$ cat src/rtl/vga_monitor.sv
`default_nettype none
// ============================================================================
// vga_monitor : locks to incoming hs/vs timing, rebuilds pixel coordinates,
//               checks line/frame lengths and checksums each good frame.
// Revision    : 1.0
// ============================================================================
module vga_monitor #(
    parameter int   H_ACTIVE = 640,
    parameter int   H_SYNC   = 96,
    parameter int   H_BP     = 48,
    parameter int   H_TOTAL  = 800,
    parameter int   V_ACTIVE = 480,
    parameter int   V_SYNC   = 2,
    parameter int   V_BP     = 33,
    parameter int   V_TOTAL  = 525,
    parameter logic SYNC_POL = 1'b0
) (
    input  logic        clk_vga,
    input  logic        rst_vga,
    input  logic        i_vga_hs,
    input  logic        i_vga_vs,
    input  logic [3:0]  i_vga_r,
    input  logic [3:0]  i_vga_g,
    input  logic [3:0]  i_vga_b,
    input  logic        i_clr_err,
    output logic        o_de,
    output logic [9:0]  o_x,
    output logic [9:0]  o_y,
    output logic [11:0] o_pix,
    output logic        o_locked,
    output logic        o_frame_done,
    output logic [15:0] o_frame_sum,
    output logic [15:0] o_frame_cnt,
    output logic        o_err_h,
    output logic        o_err_v
);

    localparam logic [9:0] c_H_START  = 10'(H_SYNC + H_BP);
    localparam logic [9:0] c_H_END    = 10'(H_SYNC + H_BP + H_ACTIVE);
    localparam logic [9:0] c_V_START  = 10'(V_SYNC + V_BP);
    localparam logic [9:0] c_V_END    = 10'(V_SYNC + V_BP + V_ACTIVE);
    localparam logic [9:0] c_H_LAST   = 10'(H_TOTAL - 1);
    localparam logic [9:0] c_V_LAST   = 10'(V_TOTAL - 1);
    localparam logic [9:0] c_CNT_MAX  = 10'd1023;

    typedef enum logic [1:0] {
        S_SEARCH = 2'd0,
        S_ALIGN  = 2'd1,
        S_LOCKED = 2'd2
    } state_t;

    state_t      r_state;
    logic        r_hs_q, r_vs_q, r_vs_pending;
    logic [9:0]  r_hcnt, r_vcnt;
    logic [15:0] r_sum;
    logic        r_de, r_locked, r_frame_done, r_err_h, r_err_v;
    logic [9:0]  r_x, r_y;
    logic [11:0] r_pix;
    logic [15:0] r_frame_sum, r_frame_cnt;

    logic        w_hs_edge, w_vs_edge, w_pending, w_boundary, w_checking;
    logic [9:0]  w_hcnt, w_vcnt;
    logic        w_active, w_err_h, w_err_v, w_err_sat;
    logic [11:0] w_pix;
    logic [15:0] w_sum;

    // Counters describe the sample being taken this clock, so outputs lag input by one.
    assign w_hs_edge  = (i_vga_hs == SYNC_POL) && (r_hs_q != SYNC_POL);
    assign w_vs_edge  = (i_vga_vs == SYNC_POL) && (r_vs_q != SYNC_POL);
    assign w_pending  = r_vs_pending | w_vs_edge;
    assign w_boundary = w_hs_edge & w_pending;
    assign w_checking = (r_state != S_SEARCH);

    assign w_hcnt = w_hs_edge ? 10'd0 :
                    (r_hcnt == c_CNT_MAX) ? r_hcnt : r_hcnt + 10'd1;
    assign w_vcnt = w_boundary ? 10'd0 :
                    (w_hs_edge && (r_vcnt != c_CNT_MAX)) ? r_vcnt + 10'd1 : r_vcnt;

    assign w_active = (w_hcnt >= c_H_START) && (w_hcnt < c_H_END) &&
                      (w_vcnt >= c_V_START) && (w_vcnt < c_V_END);
    assign w_pix    = {i_vga_r, i_vga_g, i_vga_b};
    assign w_sum    = r_sum + ((w_active && w_checking) ? {4'd0, w_pix} : 16'd0);

    // A vs edge that never sees its hs edge before hcnt pins at max is a line fault.
    assign w_err_sat = w_pending && !w_hs_edge && (r_hcnt == c_CNT_MAX - 10'd1);
    assign w_err_h   = (w_checking && (w_hs_edge ? (r_hcnt != c_H_LAST)
                                                 : (r_hcnt == c_H_LAST))) || w_err_sat;
    assign w_err_v   = w_checking && w_boundary && (r_vcnt != c_V_LAST);

    always_ff @(posedge clk_vga or negedge rst_vga) begin
        if (!rst_vga) begin
            r_state      <= S_SEARCH;
            r_hs_q       <= 1'b0;
            r_vs_q       <= 1'b0;
            r_vs_pending <= 1'b0;
            r_hcnt       <= 10'd0;
            r_vcnt       <= 10'd0;
            r_sum        <= 16'd0;
            r_de         <= 1'b0;
            r_x          <= 10'd0;
            r_y          <= 10'd0;
            r_pix        <= 12'd0;
            r_locked     <= 1'b0;
            r_frame_done <= 1'b0;
            r_frame_sum  <= 16'd0;
            r_frame_cnt  <= 16'd0;
            r_err_h      <= 1'b0;
            r_err_v      <= 1'b0;
        end else begin
            r_hs_q       <= i_vga_hs;
            r_vs_q       <= i_vga_vs;
            r_hcnt       <= w_hcnt;
            r_vcnt       <= w_vcnt;
            r_vs_pending <= w_pending && !w_hs_edge && !w_err_sat;
            r_de         <= w_active && (r_state == S_LOCKED);
            if (w_active) begin
                r_x   <= w_hcnt - c_H_START;
                r_y   <= w_vcnt - c_V_START;
                r_pix <= w_pix;
            end
            r_frame_done <= 1'b0;
            r_err_h      <= w_err_h | (r_err_h & ~i_clr_err);
            r_err_v      <= w_err_v | (r_err_v & ~i_clr_err);

            if (w_err_h || w_err_v) begin
                r_state  <= S_SEARCH;
                r_locked <= 1'b0;
                r_sum    <= 16'd0;
            end else if (w_boundary) begin
                r_sum <= 16'd0;
                if (r_state == S_SEARCH) begin
                    r_state <= S_ALIGN;
                end else begin
                    r_state      <= S_LOCKED;
                    r_locked     <= 1'b1;
                    r_frame_done <= 1'b1;
                    r_frame_sum  <= w_sum;
                    r_frame_cnt  <= r_frame_cnt + 16'd1;
                end
            end else begin
                r_sum <= w_sum;
            end
        end
    end

    assign o_de         = r_de;
    assign o_x          = r_x;
    assign o_y          = r_y;
    assign o_pix        = r_pix;
    assign o_locked     = r_locked;
    assign o_frame_done = r_frame_done;
    assign o_frame_sum  = r_frame_sum;
    assign o_frame_cnt  = r_frame_cnt;
    assign o_err_h      = r_err_h;
    assign o_err_v      = r_err_v;

endmodule
`default_nettype wire
$ cat config.mk
export PLATFORM = sky130hd
export DESIGN_NAME = vga_monitor
export DESIGN_NICKNAME = d
export VERILOG_FILES = /design/src/rtl/vga_monitor.sv
export SDC_FILE = /design/constraint.sdc
export NUM_CORES = 1
export LEC_CHECK = 0
export BUFFER_PORTS_ARGS = -buffer_cell sky130_fd_sc_hd__buf_2
export CORE_AREA = 2 2 109 111
export DETAILED_ROUTE_END_ITERATION = 10
export DIE_AREA = 0 0 111 113
export PLACE_DENSITY = 0.7
export SLEW_MARGIN = 10
export SYNTH_ARGS = -nofsm -noshare
export SYNTH_HDL_FRONTEND = slang
export SYNTH_SLANG_ARGS = --single-unit
$ cat constraint.sdc
create_clock -name clk_vga -period 6.05 [get_ports clk_vga]
set_input_delay 0.9075 -clock clk_vga [delete_from_list [all_inputs] [get_ports clk_vga]]
set_output_delay 0.9075 -clock clk_vga [all_outputs]
set_load 0.05 [all_outputs]
==> results.py <==
metrics = {
    "min_path": {
        "hold_path.class": "primary input to async pin",
    },
    "detailed_routing": {
        "postRouteAntennaNets": 0,
        "drtPass1Iterations": 6,
        "drt-total-wl_um": 11890,
        "drtIter0Drc": 324,
        "dr_total_vias": 4128,
        "wl_per_cell_um": 15.77,
        "drc": 0,
        "avgViaCountPerCell": 5.475,
    },
    "synth": {
        "synth_fp_nets": 562,
        "ys_seq_area_frac": 0.4964,
        "synth_warnings": 0,
        "ys.flop_type": "dfrtp_1",
        "netlist_area_mm2": 0.005545,
        "syn_avg_cell_area_um2": 10.58,
        "syn_inst": 524,
        "synth_enable_flop_cells": 0,
        "async_flop_share": 1.000,
        "synth_seq_cells": 110,
        "yosysUniqueCellTypes": 64,
    },
    "cts": {
        "cts_setup_buffers": 0,
        "cts_max_path_buffers": 2,
        "cts_tree": "yes",
        "clock_latency_ns": 0.35,
        "root_buffer": "clkbuf_16",
        "numCtsBuffers": 9,
        "htreeDepth": 3,
        "clock_sinks": 110,
        "cts_resized": 0,
        "cts.clk_slew.worst_paths_ns": 0.07,
        "postCtsHoldBufs": 0,
    },
    "setup_path": {
        "cp_slowest_cell": "o31ai_1",
        "slowest_delay_ns": 0.62,
        "critical_path.cell_chain": "ha_1 -> nand2_1 -> o31ai_1 -> mux2i_1 -> nor2_1 -> ha_1 -> or4_1 -> a211oi_1 -> nor4_4 -> buf_4 -> and3_1 -> ha_1 -> a21o_1 -> a21oi_1 -> o21ai_0 -> nand3_1 -> and3_1 -> or4_1 -> a31oi_1",
        "start_kind": "flop",
        "critPathRequiredTime_ns": 6.32,
        "crit_type": "flop to flop",
        "cp-end-kind": "flop",
        "arrival_ns": 5.65,
        "crit_top_cell": "ha_1",
        "crit_fanout": 24,
    },
    "floorplanning": {
        "core_region_area_mm2": 0.01127,
        "pin_count": 86,
        "start_util": 0.4920,
        "die_area_mm2": 0.01254,
        "die_y_um": 113,
        "die_w_um": 111,
        "rows": 39,
    },
    "place": {
        "dp_hpwl_um": 8710,
        "port_buffers": 85,
        "routabilityCongestion": 0.8840,
    },
    "run": {
        "max_cap_viol_count": 0,
    },
    "cells_and_area": {
        "final_common_cell": "dfrtp_1",
        "drive_above_1_share": 0.1899,
        "layout_common_cells": "110 x dfrtp_1, 84 x buf_2, 47 x nand2_1",
        "area_growth_pct": 14.82,
        "antenna_cells": 0,
        "num-fill-cells": 955,
        "final_nets": 644,
    },
    "outcome": {
        "outcome": "complete, no violations",
    },
    "power_and_ir_drop": {
        "pwr_density_cell_mw_per_mm2": 241.7,
        "power_w": 0.001539,
        "ir_worst_vdd_mv": 0.1846,
        "power.leakage_nw": 3.349,
    },
    "timing": {
        "relSlewSlack": 0.2821,
        "setup-tns-final_ns": 0,
        "setup_viol": 0,
        "timing.final.crit_share": 0.8888,
        "min_period_ns": 5.377,
        "max_freq_mhz": 186.0,
        "hold_violations": 0,
        "rsz0062_at_grt": "no",
        "worst_slew_pin_slew_ns": 1.077,
        "drv_slew": 0,
        "fin_skew_ns": 0.008739,
        "timing.hold.ws_ns": 0.4509,
    },
    "grt": {
        "grt_max_degree": 86,
        "grt_use_total": 0.1985,
        "antenna_found_initial": 0,
        "gr-total-overflow": 0,
        "grt_pass1_wl_um": 20160,
        "grt_pass1_vias": 4086,
    },
}
==> sequential cells by signal (all words and copies together) (netlist names), 2 cells and up <==
name         count
r_vcnt          10
r_hcnt          10
o_pix           12
o_y             10
r_sum           16
o_frame_sum     16
o_x             10
r_state          2
o_frame_cnt     16
==> metrics by stage <==
stage            util  std cells  instance area [um^2]  setup slack [ns]
3_3_place_gp   0.5409        738                  6097            0.8177
4_1_cts        0.5649        754                  6367            0.6363
3_5_place_dp   0.5409        738                  6097            0.6538
5_1_grt        0.5649        754                  6367            0.2164
6_report       0.5649        754                  6367            0.6727
2_1_floorplan       -        524                  5545            0.6822
==> per-layer routing <==
metal / vias to the layer above / global-route usage / wire, um
met5: - / 0 / 0
li1: 2049 / - / -
met4: 0 / 0.07500 / 199
met3: 14 / 0.03428 / 474
met2: 98 / 0.3088 / 5426
met1: 1967 / 0.2814 / 5790
==> cell type report <==
| cell class | instances | area, um^2 | share of cell area |
|---|---|---|---|
| Clock buffer | 13 | 250.2 | 0.03930 |
| Clock inverter | 3 | 20.02 | 0.003144 |
| Inverter | 19 | 71.32 | 0.01120 |
| Multi-Input combinational cell | 376 | 2629 | 0.4129 |
| Sequential cell | 110 | 2753 | 0.4323 |
| Tap cell | 143 | 178.9 | 0.02810 |
| Timing Repair Buffer | 90 | 465.4 | 0.07310 |
==> synthesized netlist by cell type (4+ instances only) <==
master | instances | share of area
dfrtp_1 | 110 | 0.50
nand2_1 | 47 | 0.032
nor2_1 | 34 | 0.023
xnor2_1 | 26 | 0.041
mux2_1 | 25 | 0.051
and3_1 | 24 | 0.027
a21oi_1 | 22 | 0.020
ha_1 | 20 | 0.045
inv_1 | 19 | 0.013
o21ai_0 | 19 | 0.017
nand3_1 | 16 | 0.014
clkbuf_1 | 13 | 0.0088
a31oi_1 | 12 | 0.014
xor2_1 | 12 | 0.019
and2_1 | 7 | 0.0079
nand4_1 | 7 | 0.0079
o31ai_1 | 7 | 0.0095
or3_1 | 7 | 0.0079
a211oi_1 | 6 | 0.0081
a21o_1 | 6 | 0.0081
and4_1 | 6 | 0.0095
mux2i_1 | 6 | 0.011
nor3_1 | 6 | 0.0054
mux2_2 | 5 | 0.010
or4_1 | 5 | 0.0068
nand2b_1 | 4 | 0.0045
==> worst max-delay path: cells and delay by family, from the launching register on <==
kind | cells | cell delay [ns]
flops | 1 | 0.42
buf+inv | 1 | 0.24
simple gates | 8 | 1.91
fa+ha+maj | 3 | 0.81
compound gates | 6 | 1.66
mux | 1 | 0.26
==> power by group <==
part           switching, W  internal, W
clock              0.000257     0.000291
combinational      0.000123    0.0000743
sequential        0.0000354     0.000758
total              0.000416      0.00112
==> path summary, 6_finish.rpt <==
kind | start | to | slack, ns | cells after the start
max | r_vcnt[1] | o_frame_sum[15] | 0.67 | 19
min | rst_vga | o_frame_sum[9] | 0.45 | 1
max reg2reg | r_vcnt[1] | o_frame_sum[15] | 0.67 | 19
min reg2reg | o_frame_cnt[15] | o_frame_cnt[15] | 0.47 | 1
max in group asynchronous | rst_vga | r_vcnt[8] | 4.21 | 2
min in group clk_vga | o_frame_cnt[15] | o_frame_cnt[15] | 0.47 | 1
==> kinds of logic after synthesis <==
group,after synthesis,synth area share
muxes,36,0.07175
AOI/OAI and AO/OA,99,0.1185
buffers and inverters,38,0.02956
xor gates and xnor gates,38,0.06002
DFF,110,0.4964
adders and majority gates,21,0.04874
and+or+nand+nor,182,0.1751
(Power assumes the default switching activity.)
